**src/rtl/frida_seq_pkg.sv**
```systemverilog
// Shared types and constants for the FRIDA conversion controller.
// The state enum is exported so that benches and debug logic can decode dbg_state.
package frida_seq_pkg;

  localparam int N_BITS_DEF = 12;
  localparam int TW_DEF     = 8;
  localparam int CW_DEF     = 16;

  // Bit positions of the registered phase vector that drives the pad pairs
  localparam int PH_INIT  = 0;
  localparam int PH_SAMP  = 1;
  localparam int PH_CMP   = 2;
  localparam int PH_LOGIC = 3;
  localparam int N_PH     = 4;

  typedef enum logic [2:0] {
    IDLE  = 3'd0,
    INIT  = 3'd1,
    SAMP  = 3'd2,
    CMP   = 3'd3,
    WAIT  = 3'd4,
    LOGIC = 3'd5,
    DONE  = 3'd6
  } state_t;

endpackage

```
**src/rtl/frida_seq_if.sv**
```systemverilog
// Result handshake between the conversion controller and the readout logic.
// A word transfers on every clk edge where res_valid & res_ready; res_data is
// stable while res_valid is high and not yet accepted, and valid never waits on ready.
interface frida_seq_if #(
  parameter int N_BITS = 12
);
  logic [N_BITS-1:0] res_data;
  logic              res_valid;
  logic              res_ready;

  modport master (output res_data, output res_valid, input res_ready);
  modport slave  (input res_data, input res_valid, output res_ready);
endinterface

```
**src/rtl/frida_phase_timer.sv**
```systemverilog
// Down-counter for one sequencer phase: load a length (0 treated as 1),
// then 'last' is high during the final cycle of that phase.
module frida_phase_timer #(
  parameter int TW = 8
) (
  input  logic          clk,
  input  logic          reset_b,
  input  logic          load,
  input  logic [TW-1:0] len,
  output logic          last
);

  logic [TW-1:0] cnt_q;

  always_ff @(posedge clk) begin
    if (!reset_b) begin
      cnt_q <= '0;
    end else if (load) begin
      cnt_q <= (len == '0) ? TW'(1) : len;
    end else if (cnt_q > TW'(1)) begin
      cnt_q <= cnt_q - TW'(1);
    end
  end

  assign last = (cnt_q <= TW'(1));

endmodule

```
**src/rtl/frida_seq_ctrl.sv**
```systemverilog
// FRIDA conversion controller: sequences the four pad pairs, captures N_BITS
// comparator decisions MSB first and hands each result to a one-entry buffer.
module frida_seq_ctrl
  import frida_seq_pkg::*;
#(
  parameter int N_BITS = N_BITS_DEF,
  parameter int TW     = TW_DEF,
  parameter int CW     = CW_DEF
) (
  input  logic          clk,
  input  logic          reset_b,
  input  logic          run,
  input  logic          start,
  input  logic [TW-1:0] cfg_t_init,
  input  logic [TW-1:0] cfg_t_samp,
  input  logic [TW-1:0] cfg_t_cmp,
  input  logic [TW-1:0] cfg_t_wait,
  input  logic [TW-1:0] cfg_t_logic,
  input  logic          clr_flags,
  output logic          seq_init_p,
  output logic          seq_init_n,
  output logic          seq_samp_p,
  output logic          seq_samp_n,
  output logic          seq_cmp_p,
  output logic          seq_cmp_n,
  output logic          seq_logic_p,
  output logic          seq_logic_n,
  input  logic          comp_out_p,
  input  logic          comp_out_n,
  frida_seq_if.master   res,
  output logic          busy,
  output logic          overflow,
  output logic          bad_diff,
  output logic [CW-1:0] conv_count,
  output state_t        dbg_state
);

  localparam int KW = (N_BITS > 1) ? $clog2(N_BITS) : 1;

  state_t            state_q, state_d;
  logic [N_PH-1:0]   phase_q, phase_d;
  logic [TW-1:0]     sh_init, sh_samp, sh_cmp, sh_wait, sh_logic;
  logic              latch_cfg;
  logic              tmr_load, tmr_last;
  logic [TW-1:0]     tmr_len;
  logic [KW-1:0]     k_q;
  logic [N_BITS-1:0] shift_q, data_q;
  logic              valid_q, ovf_q, bad_q;
  logic [CW-1:0]     cnt_q;
  logic              p_meta, p_s, n_meta, n_s;
  logic              cap, push, pop;

  frida_phase_timer #(.TW(TW)) u_timer (
    .clk     (clk),
    .reset_b (reset_b),
    .load    (tmr_load),
    .len     (tmr_len),
    .last    (tmr_last)
  );

  always_ff @(posedge clk) begin
    if (!reset_b) begin
      state_q <= IDLE;
      phase_q <= '0;
    end else begin
      state_q <= state_d;
      phase_q <= phase_d;
    end
  end

  // Each transition reloads the timer with the length of the phase being entered.
  // Leaving IDLE/DONE uses the live cfg_t_init because the shadows latch on that same edge.
  always_comb begin
    state_d   = state_q;
    tmr_load  = 1'b0;
    tmr_len   = sh_init;
    latch_cfg = 1'b0;
    case (state_q)
      IDLE: if (run || start) begin
        state_d = INIT; tmr_load = 1'b1; tmr_len = cfg_t_init; latch_cfg = 1'b1;
      end
      INIT: if (tmr_last) begin
        state_d = SAMP; tmr_load = 1'b1; tmr_len = sh_samp;
      end
      SAMP: if (tmr_last) begin
        state_d = CMP; tmr_load = 1'b1; tmr_len = sh_cmp;
      end
      CMP: if (tmr_last) begin
        state_d = WAIT; tmr_load = 1'b1; tmr_len = sh_wait;
      end
      WAIT: if (tmr_last) begin
        state_d = LOGIC; tmr_load = 1'b1; tmr_len = sh_logic;
      end
      LOGIC: if (tmr_last) begin
        if (k_q == '0) begin
          state_d = DONE;
        end else begin
          state_d = CMP; tmr_load = 1'b1; tmr_len = sh_cmp;
        end
      end
      DONE: if (run) begin
        state_d = INIT; tmr_load = 1'b1; tmr_len = cfg_t_init; latch_cfg = 1'b1;
      end else begin
        state_d = IDLE;
      end
      default: state_d = IDLE;
    endcase
  end

  // Phase bits are decoded from the next state so the registered pads line up with state_q.
  always_comb begin
    phase_d = '0;
    case (state_d)
      INIT:    phase_d[PH_INIT]  = 1'b1;
      SAMP:    phase_d[PH_SAMP]  = 1'b1;
      CMP:     phase_d[PH_CMP]   = 1'b1;
      LOGIC:   phase_d[PH_LOGIC] = 1'b1;
      default: phase_d = '0;
    endcase
  end

  always_ff @(posedge clk) begin
    if (!reset_b) begin
      sh_init <= '0; sh_samp <= '0; sh_cmp <= '0; sh_wait <= '0; sh_logic <= '0;
    end else if (latch_cfg) begin
      sh_init  <= cfg_t_init;
      sh_samp  <= cfg_t_samp;
      sh_cmp   <= cfg_t_cmp;
      sh_wait  <= cfg_t_wait;
      sh_logic <= cfg_t_logic;
    end
  end

  always_ff @(posedge clk) begin
    if (!reset_b) begin
      p_meta <= 1'b0; p_s <= 1'b0; n_meta <= 1'b0; n_s <= 1'b0;
    end else begin
      p_meta <= comp_out_p; p_s <= p_meta;
      n_meta <= comp_out_n; n_s <= n_meta;
    end
  end

  assign cap  = (state_q == WAIT) && tmr_last;
  assign push = (state_q == DONE);
  assign pop  = valid_q && res.res_ready;

  always_ff @(posedge clk) begin
    if (!reset_b) begin
      k_q     <= '0;
      shift_q <= '0;
    end else begin
      if (state_q == SAMP) begin
        k_q <= KW'(N_BITS - 1);
      end else if ((state_q == LOGIC) && tmr_last && (k_q != '0)) begin
        k_q <= k_q - KW'(1);
      end
      if (cap) begin
        shift_q[k_q] <= p_s & ~n_s;
      end
    end
  end

  // A set event and clr_flags in the same cycle leave the flag set.
  always_ff @(posedge clk) begin
    if (!reset_b) begin
      data_q  <= '0;
      valid_q <= 1'b0;
      ovf_q   <= 1'b0;
      bad_q   <= 1'b0;
      cnt_q   <= '0;
    end else begin
      if (push && (!valid_q || pop)) begin
        data_q  <= shift_q;
        valid_q <= 1'b1;
      end else if (pop) begin
        valid_q <= 1'b0;
      end
      ovf_q <= (push && valid_q && !pop) | (ovf_q & ~clr_flags);
      bad_q <= (cap && (p_s == n_s)) | (bad_q & ~clr_flags);
      if (push) begin
        cnt_q <= cnt_q + CW'(1);
      end
    end
  end

  assign seq_init_p  = phase_q[PH_INIT];
  assign seq_init_n  = ~phase_q[PH_INIT];
  assign seq_samp_p  = phase_q[PH_SAMP];
  assign seq_samp_n  = ~phase_q[PH_SAMP];
  assign seq_cmp_p   = phase_q[PH_CMP];
  assign seq_cmp_n   = ~phase_q[PH_CMP];
  assign seq_logic_p = phase_q[PH_LOGIC];
  assign seq_logic_n = ~phase_q[PH_LOGIC];

  assign res.res_data  = data_q;
  assign res.res_valid = valid_q;
  assign busy          = (state_q != IDLE);
  assign overflow      = ovf_q;
  assign bad_diff      = bad_q;
  assign conv_count    = cnt_q;
  assign dbg_state     = state_q;

endmodule
```
**src/flat_wrapper.sv**
```systemverilog
// flat-port wrapper written by rule: the top's interface ports become plain ports
module frida_seq_ctrl_flat import frida_seq_pkg::*;
#(
  parameter int N_BITS = N_BITS_DEF,
  parameter int TW     = TW_DEF,
  parameter int CW     = CW_DEF
)
  (clk, reset_b, run, start, cfg_t_init, cfg_t_samp, cfg_t_cmp, cfg_t_wait, cfg_t_logic, clr_flags, seq_init_p, seq_init_n, seq_samp_p, seq_samp_n, seq_cmp_p, seq_cmp_n, seq_logic_p, seq_logic_n, comp_out_p, comp_out_n, busy, overflow, bad_diff, conv_count, dbg_state, res_res_data, res_res_valid, res_res_ready);
  frida_seq_if #(.N_BITS(N_BITS)) res_i ();
  input  logic clk;
  input  logic reset_b;
  input  logic run;
  input  logic start;
  input  logic [TW-1:0] cfg_t_init;
  input  logic [TW-1:0] cfg_t_samp;
  input  logic [TW-1:0] cfg_t_cmp;
  input  logic [TW-1:0] cfg_t_wait;
  input  logic [TW-1:0] cfg_t_logic;
  input  logic clr_flags;
  output logic seq_init_p;
  output logic seq_init_n;
  output logic seq_samp_p;
  output logic seq_samp_n;
  output logic seq_cmp_p;
  output logic seq_cmp_n;
  output logic seq_logic_p;
  output logic seq_logic_n;
  input  logic comp_out_p;
  input  logic comp_out_n;
  output logic busy;
  output logic overflow;
  output logic bad_diff;
  output logic [CW-1:0] conv_count;
  output state_t dbg_state;
  output wire logic [$bits(res_i.res_data)-1:0] res_res_data;
  output wire logic [$bits(res_i.res_valid)-1:0] res_res_valid;
  input wire logic [$bits(res_i.res_ready)-1:0] res_res_ready;
  assign res_res_data = res_i.res_data;
  assign res_res_valid = res_i.res_valid;
  assign res_i.res_ready = res_res_ready;
  frida_seq_ctrl #(.N_BITS(N_BITS), .TW(TW), .CW(CW)) u_core (.clk(clk), .reset_b(reset_b), .run(run), .start(start), .cfg_t_init(cfg_t_init), .cfg_t_samp(cfg_t_samp), .cfg_t_cmp(cfg_t_cmp), .cfg_t_wait(cfg_t_wait), .cfg_t_logic(cfg_t_logic), .clr_flags(clr_flags), .seq_init_p(seq_init_p), .seq_init_n(seq_init_n), .seq_samp_p(seq_samp_p), .seq_samp_n(seq_samp_n), .seq_cmp_p(seq_cmp_p), .seq_cmp_n(seq_cmp_n), .seq_logic_p(seq_logic_p), .seq_logic_n(seq_logic_n), .comp_out_p(comp_out_p), .comp_out_n(comp_out_n), .res(res_i), .busy(busy), .overflow(overflow), .bad_diff(bad_diff), .conv_count(conv_count), .dbg_state(dbg_state));
endmodule
```
**config.mk**
```make
export PLATFORM = sky130hd
export DESIGN_NAME = frida_seq_ctrl_flat
export DESIGN_NICKNAME = d
export VERILOG_FILES = /design/src/rtl/frida_seq_pkg.sv /design/src/rtl/frida_seq_if.sv /design/src/rtl/frida_phase_timer.sv /design/src/rtl/frida_seq_ctrl.sv /design/src/flat_wrapper.sv
export SDC_FILE = /design/constraint.sdc
export NUM_CORES = 1
export LEC_CHECK = 0
export CELL_PAD_IN_SITES_DETAIL_PLACEMENT = 1
export CELL_PAD_IN_SITES_GLOBAL_PLACEMENT = 1
export CORE_UTILIZATION = 36
export CTS_BUF_LIST = sky130_fd_sc_hd__clkbuf_4 sky130_fd_sc_hd__clkbuf_8
export DETAILED_ROUTE_END_ITERATION = 10
export HOLD_SLACK_MARGIN = 0.05
export PLACE_DENSITY = 0.76
export SKIP_LAST_GASP = 1
export SYNTH_ARGS = -nofsm -noshare
export SYNTH_HDL_FRONTEND = slang
export SYNTH_SLANG_ARGS = --single-unit
```
**constraint.sdc**
```tcl
create_clock -name clk -period 2.18 [get_ports clk]
set_input_delay 0.218 -clock clk [delete_from_list [all_inputs] [get_ports clk]]
set_output_delay 0.218 -clock clk [all_outputs]
set_load 0.02 [all_outputs]
```
==> results.tsv, run 1 <==
stage	metric	value	unit
outcome	status	finished with violations	
outcome	violations	setup timing	
setup_path	path_max_fanout	4	
floorplanning	dieArea	0.0141	mm^2
detailed_routing	wl	15400	um
clock_tree	numCtsBuffers	9	
hold_path	hold_start	cfg_t_wait[7]	
layout	final_area	0.00691	mm^2
grt	grt_overflow	0	
power_and_ir_drop	p_sw	2810	uW
power_and_ir_drop	internal-power	4440	uW
detailed_routing	via_per_inst	5.19	
detailed_routing	vias	4898	
synthesis	synth_cells	617	
detailed_routing	postRouteAntennaNets	0	
clock_tree	cts_tree	yes	
clock_tree	clk_pin_slew_worst_paths	100	ps
floorplanning	initial_utilization	0.369	
floorplanning	fp.dieW	119	um
power_and_ir_drop	comb_power_share	0.471	
sta	fin_crit_sh	1.02	
floorplanning	fp-row-count	42	
hold_path	min_path_type	primary input to flop	
hold_path	min_delay_path_depth	3	
layout	drive_above_1_share	0.196	
floorplanning	coreArea	0.0133	mm^2
detailed_routing	topRoutingLayerUsed	met4	
synthesis	synthArstFlopShare	0	
placed_design	placed_area	0.00649	mm^2
synthesis	synth.top_cell.area_share	0.432	
clock_tree	tritoncts_num_sinks	106	
floorplanning	die_h	119	um
grt	grt_pass1_wl	24800	um
detailed_routing	met2_length	8010	um
sta	worst_pin_slew	612	ps
synthesis	syn_avg_cell_area	7.96	um^2
sta	setup_viol	2	
sta	period_minus_slack	2210	ps
clock_tree	insertion_delay	400	ps
floorplanning	io_pins	91	
setup_path	cpPeakStageDelay	600	ps
setup_path	end_kind	flop	
clock_tree	htree_num_levels	3	
layout	fin_util	0.520	
synthesis	yosysSeqAreaShare	0.432	
setup_path	crit_slowest_cell	or4_4	
setup_path	reg2reg_slack	-30	ps
power_and_ir_drop	seq_power_share	0.336	
synthesis	synth.area.top_cells	dfxtp_1 (43%), nand2_1 (11%), a21oi_1 (8.5%)	
layout	nets	818	
grt	antenna_found_initial	0	
power_and_ir_drop	p_clk_frac	0.193	
detailed_routing	route.detailed.drc	0	
setup_path	cp.required	2490	ps
setup_path	cp-startpoint	u_core.u_timer.cnt_q[3]	
layout	area_delta_synth_final	40.7	%
grt	grt_max_degree	77	
sta	holdWs	359	ps
setup_path	worstSetupPathType	flop to flop	
power_and_ir_drop	swShare	0.388	
synthesis	synth_enable_flop_cells	0	
synthesis	synthDistinctLibCells	60	
clock_tree	clockBufferDepth	2	
power_and_ir_drop	p_leak	0.00258	uW
flow_run	drv_cap	0	
detailed_routing	wl_met1	6630	um
power_and_ir_drop	power_density	1050	mW/mm^2
setup_path	r2r_end	u_core.u_timer.cnt_q[0]	
sta	clock-skew-final	9.61	ps
detailed_routing	met3WireLength	415	um
synthesis	synth_nets	673	
setup_path	reg2reg_depth	6	
clock_tree	root_buffer	clkbuf_8	
grt	grtUsageTotal	0.223	
clock_tree	hold_buffers	0	
sta	maxSlewViolCount	0	
synthesis	ys.flop_type	dfxtp_1	
sta	finalHoldViolCount	0	
placed_design	gp_congestion	0.848	
setup_path	cp-start-kind	flop	
detailed_routing	wl_per_cell	16.3	um
placed_design	portBuffers	90	
setup_path	reg2reg_from	u_core.u_timer.cnt_q[3]	
synthesis	synth-seq-cells	106	
power_and_ir_drop	ir_drop	652	uV
setup_path	cp_cell_sequence	or4_4 -> o32ai_4 -> nand3_2 -> a2111oi_4 -> nand4_1 -> o31ai_2	
layout	diodes	0	
synthesis	yosys.area.top_type	dfxtp_1	
synthesis	synth-warning-count	0	
hold_path	min_to	u_core.sh_wait[7]	
sta	slew-limit-headroom	0.591	
sta	rsz0062_at_grt	yes	
sta	fmax	0.452	GHz
sta	setup_slack	-33.5	ps
detailed_routing	drt_iter0_drc	177	
detailed_routing	firstDrtPassIters	4	
grt	grt_pass1_vias	4988	
synthesis	netlist_area	0.00491	mm^2
placed_design	dp_hpwl	12100	um
setup_path	cp_data_arrival_time	2530	ps
worst max path at each step:
stage	end	slack, ps	cells past startpoint
floorplan	u_core.u_timer.cnt_q[0]	-6	8
global placement	u_core.u_timer.cnt_q[0]	-150	9
detailed placement	u_core.u_timer.cnt_q[0]	-160	9
CTS	u_core.u_timer.cnt_q[0]	-100	8
global route	u_core.u_timer.cnt_q[0]	-140	6
finish	u_core.u_timer.cnt_q[0]	-30	6
cell type report:
| cell class | count | area, um^2 |
|---|---|---|
| well taps | 176 | 220 |
| multi-input cells | 456 | 2740 |
| inverters | 20 | 75.1 |
| flip-flops and latches | 106 | 2130 |
| clock buffers | 9 | 124 |
| clock inverters | 7 | 105 |
| fillers | 1588 | 6380 |
| repair buffers | 169 | 1510 |
flip-flops by register name, summed over array words and instances, names as in the netlist, 3 cells and up:
signal                cells
u_core.conv_count        16
u_core.dbg_state          3
u_core.k_q                4
u_core.phase_q            4
u_core.res.res_data      12
u_core.sh_cmp             8
u_core.sh_init            8
u_core.sh_logic           8
u_core.sh_samp            8
u_core.sh_wait            8
u_core.shift_q           12
u_core.u_timer.cnt_q      8
stage by stage:
step | worst slack [ps] | setup TNS [ps] | total power, uW | std cells
2_1_floorplan | -6.01 | -6.01 | 4260 | 617
3_3_place_gp | -151 | -175 | 5480 | 919
3_5_place_dp | -160 | -260 | 5590 | 919
4_1_cts | -97.1 | -148 | 7050 | 938
5_1_grt | -139 | -351 | 7710 | 943
6_report | -33.5 | -36.7 | 7250 | 943
cell usage after synthesis (3+ instances only):
cell type	number
clkbuf_1	29
ha_1	8
nor3_1	11
xnor2_1	8
and3_1	8
o21a_1	3
nand4_1	8
mux2_2	4
a22oi_1	3
a221oi_1	5
nor3b_1	4
inv_1	20
o21ai_0	12
a21oi_1	83
nand2b_1	4
nor4_1	3
nand2_1	148
dfxtp_1	106
nor2_1	33
and2_1	8
a32o_1	3
nor2b_1	6
xor2_1	15
mux2i_1	3
a32oi_1	4
buf_1	5
nand3_1	27
critical path: cells and delay by family (launching register included):
| family | cells | cell delay [ps] |
|---|---|---|
| flops | 1 | 350 |
| compound gates | 3 | 860 |
| simple gates | 3 | 910 |
logic make-up after synthesis:
family / count (synthesis) / synth area share
XOR/XNOR: 23 / 0.0410
multiplexers: 7 / 0.0153
AND/OR/NAND/NOR: 278 / 0.265
buffers and inverters: 55 / 0.0428
adder cells (fa/ha/maj): 8 / 0.0204
flip-flops: 106 / 0.432
AO/OA/AOI/OAI: 140 / 0.183
metal layers:
| metal | track usage | vias up |
|---|---|---|
| met2 | 0.417 | 85 |
| met4 | 0.0854 | 0 |
| li1 | - | 2421 |
| met3 | 0.0407 | 18 |
| met5 | 0 | - |
| met1 | 0.249 | 2374 |
power by group through the flow:
stage	logic, uW	clock network (uW)	registers [uW]
after global placement	3030	0	2450
final	3420	1400	2440
after CTS	3190	1430	2430
after detailed placement	3120	0	2470
after global routing	3730	1510	2470
after floorplan	1820	0	2440
layout by cell type (no fill, tap or decap), drive strengths merged, types with 12 or more instances in the layout:
cell type      instances
nor2                  33
xor2                  15
dfxtp                106
nor3                  12
clkdlybuf4s50         89
nand3                 29
o21ai                 12
inv                   24
buf                   79
a21oi                 83
nand2                148
timing repair:
action                                  4_1_cts  5_1_grt
hold endpoints to repair                      0        0
gates resized for setup                      11       20
endpoints found under the setup margin       12       43
pin swaps                                    12       17
buffers inserted                              3        5
No activity file was read; power rests on OpenSTA's default activity.
==> inputs of run 2 (changes only) <==
- CAP_MARGIN: not set -> 30
- CTS_CLUSTER_DIAMETER: not set -> 40
==> results of run 2 <==
Same layout as run 1: the final DEF is identical, and so are final timing and power.
==> inputs of run 3 (changes only) <==
- CORE_ASPECT_RATIO: not set -> 0.5
==> results.tsv, run 3 (synthesis gave the netlist of run 1 again) <==
stage	metric	value	unit	change
floorplanning	die_h	84.6	um	-29%
detailed_routing	via_per_inst	5.14		-0.99%
setup_path	cpPeakStageDelay	410	ps	-190 ps
sta	setup_slack	-164	ps	-131 ps
power_and_ir_drop	power	7170	uW	-1.1%
setup_path	end_kind	flop		
floorplanning	dieArea	0.0141	mm^2	+0.20%
layout	drive_above_1_share	0.196		+0.000562
clock_tree	hold_buffers	0		unchanged
layout	fin_util	0.531		+0.0110
hold_path	min_path_type	primary input to flop		
detailed_routing	wl_per_cell	16.1	um	-1.2%
layout	area_delta_synth_final	40.4	%	
setup_path	crit_family	compound AO/OA/AOI/OAI gates		
setup_path	cp.buffers_inverters	1		+1
flow_run	drv_cap	0		unchanged
sta	worst_pin_slew	543	ps	-68.3 ps
layout	final_cell_mix	nand2_1 (147), dfxtp_1 (100), clkdlybuf4s50_1 (89), buf_4 (85), a21oi_1 (83)		
floorplanning	fp.dieW	167	um	+41%
detailed_routing	firstDrtPassIters	4		unchanged
setup_path	cp_cell_sequence	inv_2 -> ha_4 -> or3b_4 -> a31o_4 -> a32o_2 -> a2111oi_4 -> o2111ai_2 -> o31ai_2		
placed_design	portBuffers	90		unchanged
sta	fmax	0.427	GHz	-5.6%
setup_path	cp_data_arrival_time	2640	ps	+110 ps
sta	setup_viol	2		unchanged
placed_design	dp_hpwl	11600	um	-3.8%
floorplanning	fp-row-count	29		-31%
placed_design	place_inst	922		+0.33%
detailed_routing	drt_iter0_drc	231		+31%
clock_tree	tritoncts_num_sinks	106		unchanged
grt	antenna_found_initial	0		unchanged
placed_design	gp_congestion	0.895		+5.5%
clock_tree	numCtsBuffers	9		unchanged
setup_path	crit_slowest_cell	or3b_4		
setup_path	worstSetupPathType	flop to flop		
clock_tree	clockBufferDepth	2		unchanged
power_and_ir_drop	p_leak	0.00260	uW	+0.73%
grt	grt_overflow	0		unchanged
detailed_routing	route.detailed.drc	0		unchanged
power_and_ir_drop	power_density	1040	mW/mm^2	-0.89%
clock_tree	cts_tree	yes		
layout	largest_register_ffs	16		unchanged
setup_path	cp-start-kind	flop		
grt	grtUsageTotal	0.224		+0.000907
detailed_routing	vias	4860		-0.78%
layout	stdcell_count	945		+0.21%
setup_path	cp.required	2470	ps	-20 ps
floorplanning	io_pins	91		unchanged
outcome	violations	setup timing		
clock_tree	insertion_delay	380	ps	-20 ps
clock_tree	root_buffer	clkbuf_8		
layout	nets	826		+0.98%
grt	grt_max_degree	34		-56%
sta	maxSlewViolCount	0		unchanged
sta	slew-limit-headroom	0.637		+0.0456
setup_path	path_max_fanout	4		unchanged
floorplanning	coreArea	0.0130	mm^2	-2.3%
clock_tree	clk_pin_slew_worst_paths	100	ps	about the same
clock_tree	htree_num_levels	3		unchanged
sta	clock-skew-final	11.2	ps	+1.62 ps
detailed_routing	postRouteAntennaNets	0		unchanged
detailed_routing	wl	15200	um	-0.95%
outcome	status	finished with violations		
sta	fin_crit_sh	1.08		+0.0599
floorplanning	initial_utilization	0.378		+0.00868
layout	mostFrequentLayoutCell	nand2_1		
sta	finalHoldViolCount	0		unchanged
grt	grt_pass1_vias	4946		-0.84%
grt	grt_pass1_wl	24900	um	+0.53%
sta	period_minus_slack	2340	ps	+131 ps
sta	rsz0062_at_grt	yes		
power_and_ir_drop	ir_drop	378	uV	-42%
layout	diodes	0		unchanged
## run 3: tightest hold or removal path, cell delays in order
cell             delay [ps]
clkdlybuf4s50_1         390
nand2_1                  60
a21oi_1                  50
## run 3: where the power goes
group	internal [uW]	total, uW	switching, uW
Clock	565	1260	698
Combinational	1630	3480	1850
Sequential	2210	2420	213
Total	4400	7170	2760
## run 3: repair_timing
action / in CTS / in global routing
endpoints found under the setup margin: 8 / 11
buffers inserted: 3 / 5
resized for setup: 7 / 16
endpoints found under the hold margin: 0 / 0
pin swaps: 4 / 7
## run 3: path summary, 6_finish.rpt
kind | start | end | slack (ps) | cells past startpoint
hold / removal | cfg_t_wait[5] | u_core.sh_wait[5] | 370 | 3
hold reg to reg | u_core.p_meta | u_core.p_s | 450 | 1
setup / recovery | u_core.k_q[1] | u_core.u_timer.cnt_q[0] | -160 | 8
setup reg to reg | u_core.k_q[1] | u_core.u_timer.cnt_q[0] | -160 | 8
## run 3: area by class of cell
type                    instances  area, um^2
fillers                      1601        6090
multi-input cells             456        2710
flip-flops and latches        106        2130
repair buffers                177        1570
well taps                     170         213
clock buffers                  10         138
inverters                      20        75.1
clock inverters                 6        62.6
## run 3: routing by layer
layer,global-route usage,vias to the layer above,share of wire
li1,-,2431,-
met1,0.287,2330,0.48
met2,0.382,82,0.47
met3,0.0476,17,0.030
met4,0.0692,0,0.014
met5,0,-,0
## run 3: through the flow
step | instance area (um^2) | worst slack, ps | TNS [ps] | hold slack, ps
final | 6900 | -164 | -280 | 370
after global routing | 6900 | -245 | -839 | 372
after CTS | 6790 | -149 | -296 | 353
after detailed placement | 6550 | -143 | -291 | 427
after global placement | 6550 | -83.5 | -141 | 420
after floorplan | 4970 | -6.01 | -6.01 | 345
